==> config.mk <==
export PLATFORM = sky130hd
export DESIGN_NAME = pipe_controller
export DESIGN_NICKNAME = d
export VERILOG_FILES = /design/src/rtl/pipe_controller.sv
export SDC_FILE = /design/constraint.sdc
export NUM_CORES = 1
export LEC_CHECK = 0
export ABC_CLOCK_PERIOD_IN_PS = 1000
export BUFFER_PORTS_ARGS = -buffer_cell sky130_fd_sc_hd__buf_4
export CORE_MARGIN = 3
export CORE_UTILIZATION = 45
export CTS_CLUSTER_DIAMETER = 60
export CTS_CLUSTER_SIZE = 10
export DETAILED_ROUTE_END_ITERATION = 10
export GPL_TIMING_DRIVEN = 1
export PLACE_DENSITY = 0.79
export SLEW_MARGIN = 15
export SYNTH_ARGS = -nofsm -noshare
export SYNTH_HDL_FRONTEND = slang
export SYNTH_SLANG_ARGS = --single-unit
==> constraint.sdc <==
create_clock -name clk -period 1 [get_ports clk]
set_input_delay 0 -clock clk [delete_from_list [all_inputs] [get_ports clk]]
set_output_delay 0 -clock clk [all_outputs]
set_load 0.02 [all_outputs]
==> src/rtl/pipe_controller.sv <==
// pipe_controller: RV32I control decode for the instruction in Decode, plus the
// D->E->M->W control pipeline and the redirect squash window that kills the
// younger instructions behind a taken branch/jump resolving in Execute.
module pipe_controller #(
  parameter int SQUASH_SLOTS = 2
) (
  input  logic       clk,
  input  logic       rst,
  input  logic [6:0] opcode,
  input  logic [2:0] funct3,
  input  logic [6:0] funct7,
  input  logic       br_taken_E,
  output logic [2:0] ImmSrc,
  output logic       sel_A_E,
  output logic       sel_B_E,
  output logic [3:0] alu_op_E,
  output logic [2:0] br_type_E,
  output logic [2:0] wr_en_M,
  output logic [2:0] rd_en_M,
  output logic       reg_wr_W,
  output logic [1:0] wb_sel_W,
  output logic       illegal_seen
);

  localparam int CW = (SQUASH_SLOTS > 1) ? $clog2(SQUASH_SLOTS) : 1;

  localparam logic [6:0] OP_R      = 7'b0110011;
  localparam logic [6:0] OP_IMM    = 7'b0010011;
  localparam logic [6:0] OP_LOAD   = 7'b0000011;
  localparam logic [6:0] OP_STORE  = 7'b0100011;
  localparam logic [6:0] OP_BRANCH = 7'b1100011;
  localparam logic [6:0] OP_LUI    = 7'b0110111;
  localparam logic [6:0] OP_AUIPC  = 7'b0010111;
  localparam logic [6:0] OP_JAL    = 7'b1101111;
  localparam logic [6:0] OP_JALR   = 7'b1100111;

  localparam logic [2:0] IMM_I = 3'd0;
  localparam logic [2:0] IMM_S = 3'd1;
  localparam logic [2:0] IMM_B = 3'd2;
  localparam logic [2:0] IMM_U = 3'd3;
  localparam logic [2:0] IMM_J = 3'd4;

  localparam logic [3:0] ALU_ADD   = 4'd0;
  localparam logic [3:0] ALU_SUB   = 4'd1;
  localparam logic [3:0] ALU_SLL   = 4'd2;
  localparam logic [3:0] ALU_SLT   = 4'd3;
  localparam logic [3:0] ALU_SLTU  = 4'd4;
  localparam logic [3:0] ALU_XOR   = 4'd5;
  localparam logic [3:0] ALU_SRL   = 4'd6;
  localparam logic [3:0] ALU_SRA   = 4'd7;
  localparam logic [3:0] ALU_OR    = 4'd8;
  localparam logic [3:0] ALU_AND   = 4'd9;
  localparam logic [3:0] ALU_PASSB = 4'd10;

  localparam logic [2:0] BR_ALWAYS = 3'd7;

  localparam logic [1:0] WB_PC4 = 2'b00;
  localparam logic [1:0] WB_ALU = 2'b01;
  localparam logic [1:0] WB_MEM = 2'b10;

  // One control word as it travels into Execute; all-zero is a bubble.
  typedef struct packed {
    logic       sel_a;
    logic       sel_b;
    logic [3:0] alu_op;
    logic [2:0] br_type;
    logic [2:0] wr_en;
    logic [2:0] rd_en;
    logic       reg_wr;
    logic [1:0] wb_sel;
  } ctl_t;

  ctl_t          dec;
  ctl_t          e_next;
  ctl_t          ctl_e;
  logic          dec_illegal;
  logic          kill;
  logic [CW-1:0] squash_cnt;
  logic          reg_wr_m;
  logic [1:0]    wb_sel_m;

  // Only funct7[5] matters for RV32I base decode; the other bits are ignored.
  logic unused_funct7;
  assign unused_funct7 = ^{funct7[6], funct7[4:0]};

  // funct3 picks the ALU op; alt (funct7[5]) turns ADD into SUB (R-type only)
  // and SRL into SRA (both R-type and immediate shifts).
  function automatic logic [3:0] alu_decode(input logic [2:0] f3,
                                            input logic       alt,
                                            input logic       is_r);
    logic [3:0] op;
    case (f3)
      3'b000:  op = (alt && is_r) ? ALU_SUB : ALU_ADD;
      3'b001:  op = ALU_SLL;
      3'b010:  op = ALU_SLT;
      3'b011:  op = ALU_SLTU;
      3'b100:  op = ALU_XOR;
      3'b101:  op = alt ? ALU_SRA : ALU_SRL;
      3'b110:  op = ALU_OR;
      default: op = ALU_AND;
    endcase
    return op;
  endfunction

  // Decode the instruction sitting in D into a control word and immediate type.
  always_comb begin
    dec         = '0;
    dec_illegal = 1'b0;
    ImmSrc      = IMM_I;
    case (opcode)
      OP_R: begin
        dec.sel_a  = 1'b1;
        dec.alu_op = alu_decode(funct3, funct7[5], 1'b1);
        dec.reg_wr = 1'b1;
        dec.wb_sel = WB_ALU;
      end
      OP_IMM: begin
        dec.sel_a  = 1'b1;
        dec.sel_b  = 1'b1;
        dec.alu_op = alu_decode(funct3, funct7[5], 1'b0);
        dec.reg_wr = 1'b1;
        dec.wb_sel = WB_ALU;
      end
      OP_LOAD: begin
        dec.sel_a  = 1'b1;
        dec.sel_b  = 1'b1;
        dec.reg_wr = 1'b1;
        dec.wb_sel = WB_MEM;
        case (funct3)
          3'b000:  dec.rd_en = 3'd1;
          3'b001:  dec.rd_en = 3'd2;
          3'b010:  dec.rd_en = 3'd3;
          3'b100:  dec.rd_en = 3'd4;
          3'b101:  dec.rd_en = 3'd5;
          default: dec_illegal = 1'b1;
        endcase
      end
      OP_STORE: begin
        ImmSrc    = IMM_S;
        dec.sel_a = 1'b1;
        dec.sel_b = 1'b1;
        case (funct3)
          3'b000:  dec.wr_en = 3'd1;
          3'b001:  dec.wr_en = 3'd2;
          3'b010:  dec.wr_en = 3'd3;
          default: dec_illegal = 1'b1;
        endcase
      end
      OP_BRANCH: begin
        ImmSrc    = IMM_B;
        dec.sel_b = 1'b1;
        case (funct3)
          3'b000:  dec.br_type = 3'd1;
          3'b001:  dec.br_type = 3'd2;
          3'b100:  dec.br_type = 3'd3;
          3'b101:  dec.br_type = 3'd4;
          3'b110:  dec.br_type = 3'd5;
          3'b111:  dec.br_type = 3'd6;
          default: dec_illegal = 1'b1;
        endcase
      end
      OP_LUI: begin
        ImmSrc     = IMM_U;
        dec.sel_b  = 1'b1;
        dec.alu_op = ALU_PASSB;
        dec.reg_wr = 1'b1;
        dec.wb_sel = WB_ALU;
      end
      OP_AUIPC: begin
        ImmSrc     = IMM_U;
        dec.sel_b  = 1'b1;
        dec.reg_wr = 1'b1;
        dec.wb_sel = WB_ALU;
      end
      OP_JAL: begin
        ImmSrc      = IMM_J;
        dec.sel_b   = 1'b1;
        dec.br_type = BR_ALWAYS;
        dec.reg_wr  = 1'b1;
        dec.wb_sel  = WB_PC4;
      end
      OP_JALR: begin
        dec.sel_a   = 1'b1;
        dec.sel_b   = 1'b1;
        dec.br_type = BR_ALWAYS;
        dec.reg_wr  = 1'b1;
        dec.wb_sel  = WB_PC4;
        if (funct3 != 3'b000) dec_illegal = 1'b1;
      end
      default: dec_illegal = 1'b1;
    endcase
  end

  // A redirect this edge, or an open squash window, turns the D slot into a bubble.
  assign kill   = br_taken_E || (squash_cnt != '0);
  assign e_next = (dec_illegal || kill) ? '0 : dec;

  // Squash window counter: reloads on every redirect, then counts down to zero.
  always_ff @(posedge clk or negedge rst) begin
    if (!rst) begin
      squash_cnt <= '0;
    end else if (br_taken_E) begin
      squash_cnt <= CW'(SQUASH_SLOTS - 1);
    end else if (squash_cnt != '0) begin
      squash_cnt <= squash_cnt - CW'(1);
    end
  end

  // D->E control register.
  always_ff @(posedge clk or negedge rst) begin
    if (!rst) begin
      ctl_e <= '0;
    end else begin
      ctl_e <= e_next;
    end
  end

  // E->M and M->W registers always advance; redirects never touch older work.
  always_ff @(posedge clk or negedge rst) begin
    if (!rst) begin
      wr_en_M  <= '0;
      rd_en_M  <= '0;
      reg_wr_m <= 1'b0;
      wb_sel_m <= '0;
      reg_wr_W <= 1'b0;
      wb_sel_W <= '0;
    end else begin
      wr_en_M  <= ctl_e.wr_en;
      rd_en_M  <= ctl_e.rd_en;
      reg_wr_m <= ctl_e.reg_wr;
      wb_sel_m <= ctl_e.wb_sel;
      reg_wr_W <= reg_wr_m;
      wb_sel_W <= wb_sel_m;
    end
  end

  // Sticky flag: an undecodable, non-squashed instruction entered Execute.
  always_ff @(posedge clk or negedge rst) begin
    if (!rst) begin
      illegal_seen <= 1'b0;
    end else if (dec_illegal && !kill) begin
      illegal_seen <= 1'b1;
    end
  end

  assign sel_A_E   = ctl_e.sel_a;
  assign sel_B_E   = ctl_e.sel_b;
  assign alu_op_E  = ctl_e.alu_op;
  assign br_type_E = ctl_e.br_type;

endmodule
; Word level (Yosys, flattened, before mapping)
; Cells that the tools add are included.
[op_classes]
addsub = 1
multipliers = 0
div = 0
n_lt_le_gt_ge = 0
eq_ne = 16
shift = 0
mux = 23
bitwise = 0
n_reduce_logical = 15
[op_table]
columns = operator, n
row1 = case mux 4 bit (7 select lines), 2
row2 = "== test 7 x 6 -> 1 bit, second input constant", 3
row3 = "== test 7 bit, second input constant", 3
row4 = 2-to-1 mux 18 bit, 1
row5 = case mux 3 bit (6 select lines), 1
row6 = case mux 3 bit (5 select lines), 1
row7 = OR reduction 5 bit, 3
row8 = "== test 7 x 5 -> 1 bit, second input constant", 2
row9 = "== test 3 bit, second input constant", 4
row10 = case mux 3 bit (4 select lines), 1
row11 = case mux 4 bit (3 select lines), 1
row12 = 2-to-1 mux 1 bit, 10
row13 = case mux 3 bit (3 select lines), 1
row14 = OR reduction 8 bit, 1
row15 = "== test 7 x 2 -> 1 bit, second input constant", 1
row16 = "== test 3 x 2 -> 1 bit, second input constant", 2
row17 = 2-to-1 mux 3 bit, 2
row18 = case mux 2 bit (3 select lines), 1
row19 = case mux 3 bit (2 select lines), 1
row20 = OR reduction 6 bit, 1
row21 = case mux 1 bit (5 select lines), 1
row22 = OR reduction 2 bit, 2
row23 = OR reduction 4 bit, 1
row24 = "== test 3 x 1 -> 1 bit, second input constant", 1
row25 = 7 further kinds, 8
[totals]
reg_bits = 32
latchBits = 0
mem_bits_rw = 0
rom_bits = 0
mem_count = 0

; Logic depth before layout (Yosys ltp)
[logic_depth]
ltp_word = 6
ltp_mapped = 7
depth_no_buf = 5

; Least setup slack after synthesis
; No wires, ideal clock.
[synth_timing]
kind = input to output
from = in opcode[1]
to = out ImmSrc[0]
arrival_ns = 1.457
slack_ns = -0.457
stages = 5
path_buffers = 1
cell_sequence = nand2_1 -> or2_1 -> buf_2 -> or3b_2 -> o21ai_0
[synth_between]
elab_chain_cells = 3
[synth_rtl]
columns = element, line_no
row1 = "start, declared", 9  ; input logic [6:0] opcode,
row2 = == test 7 x 5 -> 1 bit or == test 7 x 6 -> 1 bit (tied branches), 110  ; case (opcode)
row3 = OR reduction 2 bit (no line), --
row4 = case mux 3 bit (4 select lines) *, 110
row5 = "end, declared", 13  ; output logic [2:0] ImmSrc,
; Mark *: on every way between the ends. The rest lies on a longest branch, timed or not.

==> run metrics <==
DRC 0; antenna viol nets, final 0; R2R depth 5; CP max FO 7; failing checks negative setup slack; Critical Path AT 1.39 ns; first-pass GRT wire length 5768 um; Synth Area in Compound Gates 0.1616; Detail Placement HPWL 2373 um; Total GRT Usage 0.2133; die span in y 61.96 um; Max IR drop VDD 0.4909 mV; # diodes 0; count of state elements after synthesis 30; crit path capture type flip-flop; synth top area cells dfrtp_1 53%, buf_4 5.3%, nor2_1 3.5%; core area 2877 sq um; Post-Syn Area 1409 sq um; post-layout util 0.7699; Register Area 750.7 sq um; status finished, violations left; Max-Cap Viols 0; total wire length 3726 um; post-route minimum period 1.152 ns; Seq/Total Area, Yosys 0.5329; Unique masters post-synth 41; CTS Root Cell clkbuf_4; IO Count 42; FF-to-FF Start squash_cnt$_DFF_PN0_; Mean Syn Cell Area 10.75 sq um; Reg2Reg Setup Slack -0.15 ns; Initial DRC Count 56; EDFF count, synth 0; Cell Area, Placed 1863 sq um; mux cell area share after synthesis 0; synthesized instance count 131; fill cell count 185; Worst Hold Depth 4; top-count cell post-synth dfrtp_1; crit path launch squash_cnt$_DFF_PN0_; Post-synth top cells 30 x dfrtp_1, 13 x nor2_1, 10 x buf_4, 9 x nand2_1, 9 x o21ai_0; CTS sink cnt 30; top_reg_cell synth dfrtp_1; Yosys top cell by area dfrtp_1; slowest stage delay, CP 0.37 ns; vias in the first global route 1307; Via density 5.129; Ys Warns 0; Final Cell Area 2215 sq um; Setup Skew 0.009638 ns; global route overflow 0; min setup slack post-route -0.1517 ns; nets 227; I/O Buffers 34; asr flop ratio synth 1.000; initial antenna violation count 0; area share of the largest cell type after synthesis 0.5329; drt first pass iters 4; Slowest-stage cell, CP dfrtp_1; Synth Area in Simple Gates 0.1972; Final Max Slew Viols 0; GPL Wtd Cong 0.8653; H-tree depth 2; average wire per standard cell 15.02 um; Final Hold Vio Count 0; post-placement setup slack -0.4730 ns; TritonCTS Buffers 5; met3 WL post-DR 226 um; HP Class in2reg; maximum clock path buffer count 2; highest metal used met4; post-synthesis adder-cell area fraction 0; pwr dens 1058 nW/um^2; Bufs and invs on worst path 2; reg2reg end sel_A_E$_DFF_PN0_; Worst-Skew Late Latency 0.32 ns; HP Start opcode[4]; multi-input logic area 638.1 sq um; syn nets 151; largest net degree at the start of global routing 31; Initial Utilization 0.4898; RSZ-0062 raised after global routing yes; share of post-route cells with drive strength above 1 0.5825; Rows 19; DRT met1 WL 1396 um; crit start category flip-flop; Clk pin slew, worst setup/hold paths 0.09 ns; Tcrit/Tclk final 1.152; CP top delay family flip-flops; Worst Setup Path Type reg2reg; detailed-route via count 1272; xor and xnor area share after synthesis 0.006217; worst-path cell chain nor2_1 > buf_4 > o211ai_4 > buf_6 > a211oi_2; Die Width 61.96 um; total power 2.343 mW; Die Area 3838 sq um; static leakage 1.028 nW; CP required 1.24 ns; fmax 868.3 MHz; Setup Viol. Count Final 20; Area Growth Syn to Fin 57.19%; CTS tree done; hold path endpoint sel_A_E$_DFF_PN0_; main combinational cell family by area after synthesis simple AND/OR/NAND/NOR gates; hold slack final 0.01463 ns; DR WL met2 1905 um
[sequential cells by signal, summed over array words and instances, names as in the netlist]
register / cells
alu_op_E: 4
br_type_E: 3
ctl_e: 8
illegal_seen: 1
rd_en_M: 3
reg_wr_W: 1
reg_wr_m: 1
sel_A_E: 1
sel_B_E: 1
squash_cnt: 1
wb_sel_W: 2
wb_sel_m: 2
wr_en_M: 2
[layout by cell type (no fill, tap or decap), types with 2 or more instances in the layout]
master / instances
a211oi_2: 2
a21oi_1: 5
a32oi_1: 2
buf_4: 65
buf_6: 13
buf_8: 2
clkbuf_4: 5
dfrtp_1: 30
dlygate4sd3_1: 5
nand2_1: 7
nand2b_1: 2
nand3_1: 2
nand3b_1: 2
nor2_1: 10
nor2_2: 3
nor2_4: 2
nor2b_1: 3
nor3_2: 7
nor4_2: 2
o21ai_0: 7
o21ai_2: 2
or2_4: 2
or3b_4: 2
[through the flow]
| stage | std cells | setup TNS [ns] |
|---|---|---|
| after CTS | 243 | -0.9336 |
| after floorplan | 131 | -4.197 |
| after global placement | 227 | -6.943 |
| after global routing | 248 | -2.909 |
| final | 248 | -1.945 |
| after detailed placement | 227 | -7.783 |
[per-layer routing]
metal | up-vias | track usage
li1 | 595 | -
met1 | 606 | 0.2314
met2 | 54 | 0.3580
met3 | 17 | 0.06818
met4 | 0 | 0.1333
met5 | - | 0
[report_power, final]
group / switching, mW / internal (mW)
clock: 0.373 / 0.316
combinational: 0.214 / 0.224
sequential: 0.000882 / 1.22
total: 0.588 / 1.76
[worst min-delay path: stages]
cell and delay, ns:
buf_4 0.10, nor2b_4 0.04, nand3_1 0.09, a211oi_2 0.08
[repair_timing]
item,CTS,global route
hold buffers,4,1
hold endpoints to repair,33,1
pin swaps,11,6
setup endpoints to repair,19,21
resized for setup,32,13
setup buffers,6,4
[worst max path at each step]
| stage | end | slack (ns) | cells after the start |
|---|---|---|---|
| after CTS | alu_op_E[1]$_DFF_PN0_ | -0.09 | 5 |
| after detailed placement | ctl_e[1]$_DFF_PN0_ | -0.47 | 7 |
| after global routing | alu_op_E[1]$_DFF_PN0_ | -0.20 | 5 |
| after floorplan | ctl_e[4]$_DFF_PN0_ | -0.29 | 7 |
| final | sel_A_E$_DFF_PN0_ | -0.15 | 5 |
| after global placement | ctl_e[1]$_DFF_PN0_ | -0.42 | 7 |
[layout make-up]
class / count / share of cell area
flip-flops and latches: 30 / 0.3390
repair buffers: 85 / 0.3226
multi-input cells: 83 / 0.2881
well taps: 42 / 0.02373
clock buffers: 6 / 0.02316
inverters: 2 / 0.003390
[cells by family (layout without fill, tap and decap cells)]
kind of cell           count (synthesis)  count (layout)
AO/OA/AOI/OAI                         30              30
AND/OR/NAND/NOR                       51              51
other                                  1               1
flip-flops                            30              30
buffers and inverters                 18              93
XOR/XNOR                               1               1
No activity file was read; power rests on OpenSTA's default activity.
